===== config.mk =====
export PLATFORM = sky130hd
export DESIGN_NAME = irq_controller_flat
export DESIGN_NICKNAME = d
export VERILOG_FILES = /design/src/rtl/trap_pkg.sv /design/src/rtl/irq_controller_if.sv /design/src/rtl/irq_timer.sv /design/src/rtl/irq_controller.sv /design/src/flat_wrapper.sv
export SDC_FILE = /design/constraint.sdc
export NUM_CORES = 1
export LEC_CHECK = 0
export CORE_AREA = 2 2 157 159
export CTS_CLUSTER_DIAMETER = 40
export CTS_CLUSTER_SIZE = 28
export DETAILED_ROUTE_END_ITERATION = 8
export DIE_AREA = 0 0 159 161
export PLACE_DENSITY = 0.79
export SETUP_SLACK_MARGIN = 0.3
export SLEW_MARGIN = 20
export SYNTH_ARGS = -nofsm -noshare
export SYNTH_HDL_FRONTEND = slang
export SYNTH_HIERARCHICAL = 1
export SYNTH_SLANG_ARGS = --single-unit

===== constraint.sdc =====
create_clock -name clk -period 4.6 [get_ports clk]
set_clock_uncertainty 0.05 [all_clocks]
set_input_delay 1.15 -clock clk [delete_from_list [all_inputs] [get_ports clk]]
set_output_delay 1.15 -clock clk [all_outputs]
set_load 0.02 [all_outputs]

===== src/rtl/trap_pkg.sv =====
// Shared trap definitions: interrupt cause codes, mip/mie bit positions,
// the request FSM encoding and the fixed-priority pick.
package trap_pkg;

    localparam logic [3:0] IRQ_MSI = 4'd3;
    localparam logic [3:0] IRQ_MTI = 4'd7;
    localparam logic [3:0] IRQ_MEI = 4'd11;

    localparam int MSIP_BIT = 3;
    localparam int MTIP_BIT = 7;
    localparam int MEIP_BIT = 11;

    typedef enum logic [1:0] {
        IDLE    = 2'd0,
        REQ     = 2'd1,
        IN_TRAP = 2'd2
    } irq_state_e;

    // Fixed priority MEI > MSI > MTI; only meaningful when eligible != 0.
    function automatic logic [3:0] irq_pick(input logic [63:0] eligible);
        if (eligible[MEIP_BIT]) return IRQ_MEI;
        if (eligible[MSIP_BIT]) return IRQ_MSI;
        return IRQ_MTI;
    endfunction

endpackage


===== src/rtl/irq_controller_if.sv =====
// CSR/trap-handler side bundle of the interrupt controller. The master drives
// writes, enables and handshakes; the slave (irq_controller) returns state.
interface irq_controller_if;

    logic        ext_irq;
    logic        msip_we;
    logic        msip_wdata;
    logic        mtime_we;
    logic        mtimecmp_we;
    logic [63:0] wdata;
    logic [63:0] mie;
    logic        mstatus_mie;
    logic        exc_en;
    logic        trap_taken;
    logic        mret;
    logic        irq_en;
    logic [3:0]  irq_code;
    logic [63:0] irq_val;
    logic [63:0] mip;
    logic [63:0] mtime;
    logic [63:0] mtimecmp;

    modport master (
        output ext_irq, msip_we, msip_wdata, mtime_we, mtimecmp_we, wdata,
               mie, mstatus_mie, exc_en, trap_taken, mret,
        input  irq_en, irq_code, irq_val, mip, mtime, mtimecmp
    );

    modport slave (
        input  ext_irq, msip_we, msip_wdata, mtime_we, mtimecmp_we, wdata,
               mie, mstatus_mie, exc_en, trap_taken, mret,
        output irq_en, irq_code, irq_val, mip, mtime, mtimecmp
    );

endinterface


===== src/rtl/irq_timer.sv =====
// Machine timer: prescaler, 64-bit mtime/mtimecmp and the registered MTIP compare.
module irq_timer #(
    parameter int unsigned TICK_DIV = 16
) (
    input  logic        clk,
    input  logic        rst,
    input  logic        mtime_we,
    input  logic        mtimecmp_we,
    input  logic [63:0] wdata,
    output logic [63:0] mtime,
    output logic [63:0] mtimecmp,
    output logic        mtip
);

    logic [15:0] presc;
    logic        tick;

    assign tick = (presc == 16'(TICK_DIV - 1));

    // NOTE: sequential state uses non-blocking assignments only, so every
    // right-hand side below sees the value from before this edge.
    always_ff @(posedge clk) begin
        if (!rst) begin
            presc    <= '0;
            mtime    <= '0;
            mtimecmp <= '1;
            mtip     <= 1'b0;
        end else begin
            presc <= tick ? '0 : presc + 16'd1;
            // A write on a tick cycle wins and that increment is dropped.
            if (mtime_we)
                mtime <= wdata;
            else if (tick)
                mtime <= mtime + 64'd1;
            if (mtimecmp_we)
                mtimecmp <= wdata;
            mtip <= (mtime >= mtimecmp);
        end
    end

endmodule


===== src/rtl/irq_controller.sv =====
// Machine-mode interrupt source block: forms mip, masks with mie/mstatus.MIE,
// picks by priority and holds one request until trap_taken, blocking until mret.
module irq_controller
    import trap_pkg::*;
#(
    parameter int unsigned TICK_DIV    = 16,
    parameter int unsigned SYNC_STAGES = 2
) (
    input logic             clk,
    input logic             rst,
    irq_controller_if.slave bus
);

    logic [SYNC_STAGES-1:0] sync_q;
    logic                   meip_q;
    logic                   msip_q;
    logic                   mtip;
    logic [63:0]            mip_w;
    logic [63:0]            eligible;
    irq_state_e             state;
    logic                   irq_en_q;
    logic [3:0]             irq_code_q;

    irq_timer #(.TICK_DIV(TICK_DIV)) u_timer (
        .clk         (clk),
        .rst         (rst),
        .mtime_we    (bus.mtime_we),
        .mtimecmp_we (bus.mtimecmp_we),
        .wdata       (bus.wdata),
        .mtime       (bus.mtime),
        .mtimecmp    (bus.mtimecmp),
        .mtip        (mtip)
    );

    // NOTE: default every bit first so no path through the block leaves
    // mip_w unassigned, which would infer a latch.
    always_comb begin
        mip_w           = '0;
        mip_w[MSIP_BIT] = msip_q;
        mip_w[MTIP_BIT] = mtip;
        mip_w[MEIP_BIT] = meip_q;
    end

    assign eligible     = mip_w & bus.mie & {64{bus.mstatus_mie}};
    assign bus.mip      = mip_w;
    assign bus.irq_en   = irq_en_q;
    assign bus.irq_code = irq_code_q;
    assign bus.irq_val  = '0;

    // ext_irq is asynchronous; meip_q adds the mip register after the chain.
    always_ff @(posedge clk) begin
        if (!rst) begin
            sync_q <= '0;
            meip_q <= 1'b0;
            msip_q <= 1'b0;
        end else begin
            sync_q <= {sync_q[SYNC_STAGES-2:0], bus.ext_irq};
            meip_q <= sync_q[SYNC_STAGES-1];
            if (bus.msip_we)
                msip_q <= bus.msip_wdata;
        end
    end

    always_ff @(posedge clk) begin
        if (!rst) begin
            state      <= IDLE;
            irq_en_q   <= 1'b0;
            irq_code_q <= '0;
        end else begin
            unique case (state)
                IDLE: begin
                    if (eligible != '0 && !bus.exc_en) begin
                        state      <= REQ;
                        irq_en_q   <= 1'b1;
                        irq_code_q <= irq_pick(eligible);
                    end
                end
                // The request is never retracted or re-coded once issued.
                REQ: begin
                    if (bus.trap_taken) begin
                        state    <= IN_TRAP;
                        irq_en_q <= 1'b0;
                    end
                end
                IN_TRAP: begin
                    if (bus.mret)
                        state <= IDLE;
                end
                default: begin
                    state    <= IDLE;
                    irq_en_q <= 1'b0;
                end
            endcase
        end
    end

endmodule


===== src/flat_wrapper.sv =====
// flat-port wrapper written by rule: the top's interface ports become plain ports
module irq_controller_flat import trap_pkg::*;
#(
    parameter int unsigned TICK_DIV    = 16,
    parameter int unsigned SYNC_STAGES = 2
)
  (clk, rst, bus_ext_irq, bus_msip_we, bus_msip_wdata, bus_mtime_we, bus_mtimecmp_we, bus_wdata, bus_mie, bus_mstatus_mie, bus_exc_en, bus_trap_taken, bus_mret, bus_irq_en, bus_irq_code, bus_irq_val, bus_mip, bus_mtime, bus_mtimecmp);
  irq_controller_if bus_i ();
  input logic clk;
  input logic rst;
  input wire logic [$bits(bus_i.ext_irq)-1:0] bus_ext_irq;
  input wire logic [$bits(bus_i.msip_we)-1:0] bus_msip_we;
  input wire logic [$bits(bus_i.msip_wdata)-1:0] bus_msip_wdata;
  input wire logic [$bits(bus_i.mtime_we)-1:0] bus_mtime_we;
  input wire logic [$bits(bus_i.mtimecmp_we)-1:0] bus_mtimecmp_we;
  input wire logic [$bits(bus_i.wdata)-1:0] bus_wdata;
  input wire logic [$bits(bus_i.mie)-1:0] bus_mie;
  input wire logic [$bits(bus_i.mstatus_mie)-1:0] bus_mstatus_mie;
  input wire logic [$bits(bus_i.exc_en)-1:0] bus_exc_en;
  input wire logic [$bits(bus_i.trap_taken)-1:0] bus_trap_taken;
  input wire logic [$bits(bus_i.mret)-1:0] bus_mret;
  output wire logic [$bits(bus_i.irq_en)-1:0] bus_irq_en;
  output wire logic [$bits(bus_i.irq_code)-1:0] bus_irq_code;
  output wire logic [$bits(bus_i.irq_val)-1:0] bus_irq_val;
  output wire logic [$bits(bus_i.mip)-1:0] bus_mip;
  output wire logic [$bits(bus_i.mtime)-1:0] bus_mtime;
  output wire logic [$bits(bus_i.mtimecmp)-1:0] bus_mtimecmp;
  assign bus_i.ext_irq = bus_ext_irq;
  assign bus_i.msip_we = bus_msip_we;
  assign bus_i.msip_wdata = bus_msip_wdata;
  assign bus_i.mtime_we = bus_mtime_we;
  assign bus_i.mtimecmp_we = bus_mtimecmp_we;
  assign bus_i.wdata = bus_wdata;
  assign bus_i.mie = bus_mie;
  assign bus_i.mstatus_mie = bus_mstatus_mie;
  assign bus_i.exc_en = bus_exc_en;
  assign bus_i.trap_taken = bus_trap_taken;
  assign bus_i.mret = bus_mret;
  assign bus_irq_en = bus_i.irq_en;
  assign bus_irq_code = bus_i.irq_code;
  assign bus_irq_val = bus_i.irq_val;
  assign bus_mip = bus_i.mip;
  assign bus_mtime = bus_i.mtime;
  assign bus_mtimecmp = bus_i.mtimecmp;
  irq_controller #(.TICK_DIV(TICK_DIV), .SYNC_STAGES(SYNC_STAGES)) u_core (.clk(clk), .rst(rst), .bus(bus_i));
endmodule

======== After elaboration in Yosys (flattened, before gate mapping) ========
Index checks and enable logic that the tools add are counted.
operators by class
  bitwise gates (word level) .............. 4
  eq/ne operators ......................... 6
  order comparisons ....................... 1
  add/sub/neg operators ................... 2
  reductions and logical operators ........ 9
  mux-type cells .......................... 22
operator list
  cell                     count
  $mux W64                 2
  $add A64 B1 Y64 const B  1
  $and A12 B64 Y64         1
  $and A64 B64 Y64         1
  $ge A64 B64 Y1           1
  $reduce_bool A64 Y1      1
  $add A16 B1 Y16 const B  1
  $eq A16 B4 Y1 const B    1
  $mux W4                  4
  $mux W1                  11
  $mux W2                  3
  $pmux W2 S3              1
  $reduce_and A3 Y1        2
  $ne A2 B2 Y1 const B     2
  $pmux W1 S3              1
  $eq A2 B1 Y1 const B     1
  $eq A2 B2 Y1 const B     1
  $logic_not A2 Y1         1
  $ne A2 B1 Y1 const B     1
  $not A1 Y1               2
  $reduce_and A2 Y1        1
  $reduce_bool A2 Y1       1
  $reduce_or A2 Y1         1
  $logic_and A1 B1 Y1      1
  $logic_not A1 Y1         1
storage, ports and cells
  word-level logic and storage cells ...... 54
  register bits after elaboration ......... 156
  bits of input ports ..................... 139
  output and inout bits ................... 261

======== Logic depth before layout (Yosys ltp) ========
Gate-level depths: netlist of the first run.
  depth in word-level cells ............... 13
  mapped depth ............................ 10
  mapped depth without buffers ............ 8

======== Cells and area by module ========
The synthesis of the first run kept the hierarchy.
modules (own cells, without submodules)
  module          sequential area each (sq um)  instances  area an instance (sq um)  cells each
  irq_timer       2902.8                        1          7878.8                    947
  irq_controller  200.2                         1          1355.0                    167

======== Least setup slack after synthesis of the first run ========
OpenSTA, ideal clock, no wires.
  path kind ............................... input-to-reg
  start ................................... input bus_mtimecmp_we
  end ..................................... register u_core.u_timer.mtimecmp[10]
  cell stages on the path ................. 5
  buffers on the path ..................... 3
  setup slack ............................. 2.349 ns
  data arrival time ....................... 2.122 ns
  data required time ...................... 4.471 ns
  setup time .............................. 0.079 ns
  cells stage by stage .................... clkbuf_1 -> clkbuf_1 -> buf_1 -> nand2_1 -> o211ai_1
RTL lines
  element                 RTL line            source
  start: declaration      flat_wrapper.sv:15  input wire logic [$bits(bus_i.mtimecmp_we)-1:0] bus_mtimecmp_we;
  end signal: assignment  irq_timer.sv:36     mtimecmp <= wdata;
  end: declaration        irq_timer.sv:11     output logic [63:0] mtimecmp,

======== Final worst setup path of the first run ========
  start ................................... register u_core.u_timer.mtime[2]
  end ..................................... register u_core.u_timer.mtime[50]
between the ends
  longest elaborated chain between the ends .. 3
RTL lines
  element                   RTL line         source
  start: declaration        irq_timer.sv:10  output logic [63:0] mtime,
  start signal: assignment  irq_timer.sv:32  mtime <= wdata;
  start signal: assignment  irq_timer.sv:34  mtime <= mtime + 64'd1;
  $add A64 B1 Y64           irq_timer.sv:34
  $mux W64                  irq_timer.sv:33  else if (tick)
  $mux W64                  irq_timer.sv:31  if (mtime_we)
Every way passes these cells. The select of a mux whose other input is x is not followed.
A chain may end at the register's enable or synchronous reset.

==> impl_metrics.yaml, run 1 <==
outcome:
  outcome: "complete, no violations"
drt:
  wl_per_cell_um: 16.3
  drt_wl_total_um: 26500
  vias_per_cell: 5.06
  first_pass_iters: 7
  postRouteAntennaNets: 0
  dr_total_vias: 8271
  drc: 0
  dr.first_iter.drc_count: 545
clocking:
  cts_setup_buffers: 0
  cts_resized: 0
  cts_buffers: 17
  clock_latency_ns: 0.42
  cts_hold_buf: 0
  cts_tree: "built"
  h-tree-depth: 4
  cts_sinks: 155
  clk_pin_slew_ns: 0.07
  cts_max_path_buffers: 2
  cts_root_buf: "clkbuf_16"
placement:
  dp_hpwl_um: 19600
  place.gp.congestion: 0.863
  io_buffers: 213
  dp.cells: 1601
  dp_worst_setup_slack_ns: 1.32
synth:
  synth_seq_cells: 155
  yosys_warnings: 6
  synth_compound_area_frac: 0.161
  syn_area_sq_um: 9230
  synth-simple-area-share: 0.181
  synth_edf_count: 0
  syn_avg_cell_area_sq_um: 8.29
  synth_top_family_by_area: "simple AND/OR/NAND/NOR gates"
  synthAdderAreaFrac: 0.0894
  async_flop_share: 0
  synthMuxAreaShare: 0.00217
  ys.flop_type: "dfxtp_1"
  yosysTopAreaCell: "dfxtp_1"
  synthCells: 1114
  synth_xor_xnor_area_share: 0.0721
  netlist.area_leader.share: 0.336
  ys_types: 55
  yosysSeqAreaShare: 0.336
  yosys-top-cells-area: "dfxtp_1, buf_4, ha_1"
cells_and_area:
  final_nets: 1501
  stdcell_count: 1633
  layout_common_cells: "clkdlybuf4s50_1, dfxtp_1, conb_1"
  antenna_cells: 0
  drive_gt1_frac: 0.0458
  final_util: 0.488
  multiInputGateArea_sq_um: 5140
  num-fill-cells: 2252
  area_growth_pct: 26.7
  final_common_cell: "clkdlybuf4s50_1"
  ff_latch_area_sq_um: 3100
power_and_ir_drop:
  peakVddDrop_v: 0.000219
  seq_power_share: 0.413
  power_density_nw_per_um2: 315
  p_clk_frac: 0.385
  swShare: 0.316
  internal-power_mw: 2.52
  p_leak_nw: 5.08
  p_total_mw: 3.68
  switching_power_mw: 1.16
  pwr-share-comb: 0.201
timing:
  rsz0062_at_grt: "no"
  setup_viol: 0
  worst_slew_pin_slew_ns: 0.914
  relSlewSlack: 0.389
  fin_crit_sh: 0.666
  setup_ws_ns: 1.54
  slew_violations: 0
  finalHoldViolCount: 0
  fin_setup_tns_ns: 0
  finalCriticalPeriod_ns: 3.06
  fmax_mhz: 326
global_route:
  grt_pass1_vias: 7828
  grt_max_degree: 113
  grt.overflow.total: 0
  grt_first_pass_wirelength_um: 41500
  grt_usage: 0.201
  antenna_found_initial: 0
floorplanning:
  die-width_um: 159
  start_util: 0.385
  ios: 400
  chipHeight_um: 161
  num_rows: 57
  core_sq_um: 24000
  die_area_sq_um: 25600
min_path:
  hold_class: "reg -> reg"
setup_path:
  cp_data_arrival_time_ns: 3.30
  critPathCaptureType: "register"
  start_kind: "register"
  critPathMaxStageDelay_ns: 0.75
  cp.required_ns: 4.83
  cp_common_cell: "and4_1"
  crit_slowest_cell: "nand4_1"
  crit_path_max_fanout: 12
  path_class: "reg -> reg"
  crit_chain: "and4_1, and4_1, nand4_1, nor3_1, xnor2_1, a21oi_1"
run:
  maxCapViolCount: 0
synthesized netlist by cell type, drive strengths merged (2+ instances only):
cell and n:
dfxtp 155, nor2 34, nor2b 4, o21ai 71, nand2b 3, a21boi 2, clkbuf 41, nor4 12
and2 8, and3 17, o211ai 64, a211oi 3, a21oi 80, nand4 40, a311oi 2, a21o 2
buf 140, a2111oi 2, ha 66, inv 73, nor4b 3, and4 9, mux2i 2, nor3 22
xor2 44, xnor2 32, nand2 119, o211a 7, nand3 41
worst max-delay path, delay by kind of cell, from the launching register on:
kind | cells | cell delay (ns)
flops | 1 | 0.58
simple gates | 4 | 2.04
compound gates | 1 | 0.09
xor+xnor | 1 | 0.17
registers in the layout, summed over array words and instances, names as in the netlist:
name / flops
u_core/bus.irq_en: 1
u_core/sync_q: 2
u_core/u_timer/mtip: 1
u_core/state: 2
u_core/bus.irq_code: 3
u_core/msip_q: 1
u_core/u_timer/presc: 16
u_core/meip_q: 1
u_core/u_timer/mtime: 64
u_core/u_timer/mtimecmp: 64
cell type report:
| type | instances | area share |
|---|---|---|
| clock inverters | 14 | 0.0127 |
| repair buffers | 220 | 0.187 |
| multi-input cells | 829 | 0.439 |
| inverters | 73 | 0.0235 |
| clock buffers | 18 | 0.0376 |
| well taps | 324 | 0.0347 |
| flip-flops and latches | 155 | 0.265 |
logic make-up (layout without fill, tap and decap cells):
| kind of cell | Yosys count | after routing |
|---|---|---|
| adders and majority gates | 66 | 66 |
| DFF | 155 | 155 |
| AOI/OAI and AO/OA | 244 | 244 |
| xor gates and xnor gates | 76 | 76 |
| buffers and inverters | 254 | 325 |
| and+or+nand+nor | 316 | 316 |
| muxes | 2 | 2 |
| other | 1 | 125 |
per-layer routing:
metal | wire [um] | track usage | up-vias
li1 | - | - | 4012
met1 | 11500 | 0.256 | 3860
met2 | 12300 | 0.328 | 343
met3 | 1820 | 0.0419 | 56
met4 | 889 | 0.0917 | 0
met5 | 0 | 0 | -
power by group through the flow:
stage                     registers, mW  logic [mW]  clock network, mW
after detailed placement           1.55       0.734                  0
final                              1.52       0.741               1.42
after global routing               1.53       0.801               1.51
after global placement             1.55       0.722                  0
after CTS                          1.52       0.739               1.45
after floorplan                    1.62       0.415                  0
worst paths after layout:
path	start	to	slack, ns	cells after the start
worst min-delay path	u_core/sync_q[0]$_SDFF_PN0_	u_core/sync_q[1]$_SDFF_PN0_	0.38	1
worst max-delay path	u_core/u_timer/mtime[2]$_SDFFE_PN0P_	u_core/u_timer/mtime[50]$_SDFFE_PN0P_	1.54	6
worst max register to register	u_core/u_timer/mtime[2]$_SDFFE_PN0P_	u_core/u_timer/mtime[50]$_SDFFE_PN0P_	1.54	6
worst min register to register	u_core/sync_q[0]$_SDFF_PN0_	u_core/sync_q[1]$_SDFF_PN0_	0.38	1
through the flow:
step           hold WS [ns]  area [sq um]
5_1_grt               0.400         11700
4_1_cts               0.380         11700
3_5_place_dp          0.369         11100
6_report              0.381         11700
3_3_place_gp          0.359         11100
2_1_floorplan         0.356          9700
Power figures use the tool's default switching activity.
==> inputs of run 2 (changes only) <==
CORE_AREA = 2 2 154 156   (was 2 2 157 159)
DIE_AREA = 0 0 156 158   (was 0 0 159 161)
PLACE_DENSITY = 0.82   (was 0.79)
clock period = 3.1 ns   (was 4.6 ns; I/O delays follow)
==> run 2 against run 1 <==
Compared with the run above:
- clock power increased by 61%
- utilization up 2.5 points
- die area fell by 3.7%
- register-to-register slack got worse by 1.0 ns
- non-clock buffer count increased by 11
- critical endpoint is now u_core/u_timer/mtime[52]$_SDFFE_PN0P_
- largest power group is now the clock network
- highest routed layer unchanged
==> impl_metrics.yaml, run 2 (synthesis gave the netlist of run 1 again) <==
clocking:
  cts_hold_buf: 0
  cts_root_buf: "clkbuf_16"
  clock_latency_ns: 0.43
  cts_tree: "built"
  cts_setup_buffers: 0
  cts_sinks: 155
  cts_max_path_buffers: 2
  h-tree-depth: 4
  cts_buffers: 17
  clk_pin_slew_ns: 0.07
  cts_resized: 0
global_route:
  grt_first_pass_wirelength_um: 40200
  busiest_layer: "met2"
  grt_usage: 0.206
  met3_usage: 0.0490
  use_met1: 0.250
  grt.overflow.total: 0
  grt_pass1_vias: 7582
  grtUsageMet2: 0.360
  antenna_found_initial: 0
  grt_max_degree: 123
cells_and_area:
  drive_gt1_frac: 0.0538
  area_growth_pct: 28.1
  finalInstanceArea_sq_um: 11800
  top_regs: "u_core/u_timer/mtime (64), u_core/u_timer/mtimecmp (64), u_core/u_timer/presc (16)"
  final_nets: 1512
  layout_common_cells: "clkdlybuf4s50_1, dfxtp_1, conb_1"
  final_util: 0.513
  stdcell_count: 1610
  antenna_cells: 0
  final_common_cell: "clkdlybuf4s50_1"
timing:
  fmax_mhz: 389
  rsz0062_at_grt: "no"
  slew_violations: 0
  finalCriticalPeriod_ns: 2.57
  setup_viol: 0
  worst_slew_pin_slew_ns: 0.652
  relSlewSlack: 0.554
  fin_setup_tns_ns: 0
  fin_crit_sh: 0.830
  finalHoldViolCount: 0
floorplanning:
  core_sq_um: 23100
  start_util: 0.401
  num_rows: 56
  die-width_um: 156
  chipHeight_um: 158
  die_area_sq_um: 24600
  ios: 400
drt:
  first_pass_iters: 4
  drt_wl_total_um: 25900
  vias_per_cell: 5.07
  dr.first_iter.drc_count: 500
  postRouteAntennaNets: 0
  wl_per_cell_um: 16.1
  drc: 0
  dr_total_vias: 8156
setup_path:
  crit_path_max_fanout: 9
  path_class: "reg -> reg"
  reg2reg_to: "u_core/u_timer/mtime[52]$_SDFFE_PN0P_"
  critPathCaptureType: "register"
  start_kind: "register"
  worstReg2RegStart: "u_core/u_timer/presc[0]$_SDFF_PP0_"
  cp_data_arrival_time_ns: 2.81
  rr_worst_depth: 8
  cp.required_ns: 3.34
  r2r_setup_slack_ns: 0.53
outcome:
  outcome: "complete, no violations"
run:
  maxCapViolCount: 0
placement:
  place.gp.congestion: 0.872
  dp.cells: 1578
  dp_hpwl_um: 19400
  dpl_cell_area_sq_um: 11200
  io_buffers: 213
power_and_ir_drop:
  power_density_nw_per_um2: 477
  p_total_mw: 5.64
  p_leak_nw: 5.17
  peakVddDrop_v: 0.000319
min_path:
  holdPathEnd: "u_core/meip_q$_SDFF_PN0_"
  hold_class: "reg -> reg"
  holdPathStages: 1
  worst_hold_startpoint: "u_core/sync_q[1]$_SDFF_PN0_"
## run 2: through the flow
stage               hold WS (ns)  worst slack [ns]
global route               0.389             0.356
global placement           0.360             0.608
CTS                        0.379             0.552
detailed placement         0.363             0.561
floorplan                  0.356             0.959
finish                     0.376             0.527
## run 2: power by group
part           switching, mW  internal (mW)  leakage, nW  total [mW]
registers              0.131           2.12         1.29        2.25
logic                  0.646          0.465         3.58        1.11
clock network          0.887           1.40        0.306        2.28
total                   1.66           3.98         5.17        5.64
## run 2: routing by layer
layer  wire length [um]  up-vias
li1                   -     4017
met1              10900     3816
met2              12600      286
met3               1830       37
met4                580        0
met5                  0        -
## run 2: final cells by class
type	instances	area, sq um
timing repair buffer	231	2300
tap	290	363
clock buffer	19	453
inverter	73	275
clock inverter	13	191
fill	2115	11200
multi-input combinational	829	5140
sequential	155	3100
## run 2: worst max path at each step
stage,to,slack [ns],startpoint,cells past startpoint
2_1_floorplan,u_core/u_timer/mtime[47]$_SDFFE_PN0P_,0.96,u_core/u_timer/mtime[2]$_SDFFE_PN0P_,10
6_report,u_core/u_timer/mtime[52]$_SDFFE_PN0P_,0.53,u_core/u_timer/presc[0]$_SDFF_PP0_,8
4_1_cts,u_core/u_timer/mtime[52]$_SDFFE_PN0P_,0.55,u_core/u_timer/presc[0]$_SDFF_PP0_,8
3_3_place_gp,u_core/u_timer/mtime[45]$_SDFFE_PN0P_,0.61,u_core/u_timer/mtime[2]$_SDFFE_PN0P_,6
5_1_grt,u_core/u_timer/mtime[62]$_SDFFE_PN0P_,0.36,u_core/u_timer/presc[0]$_SDFF_PP0_,8
3_5_place_dp,u_core/u_timer/mtime[45]$_SDFFE_PN0P_,0.56,u_core/u_timer/presc[0]$_SDFF_PP0_,7
## run 2: critical path, cell delays in order (launching register included)
cell and delay (ns):
dfxtp_1 0.38, ha_1 0.21, and3_1 0.26, and4_1 0.40, nand4_1 0.37, buf_4 0.32, nor3_1 0.20, xnor2_1 0.15
a21oi_1 0.09
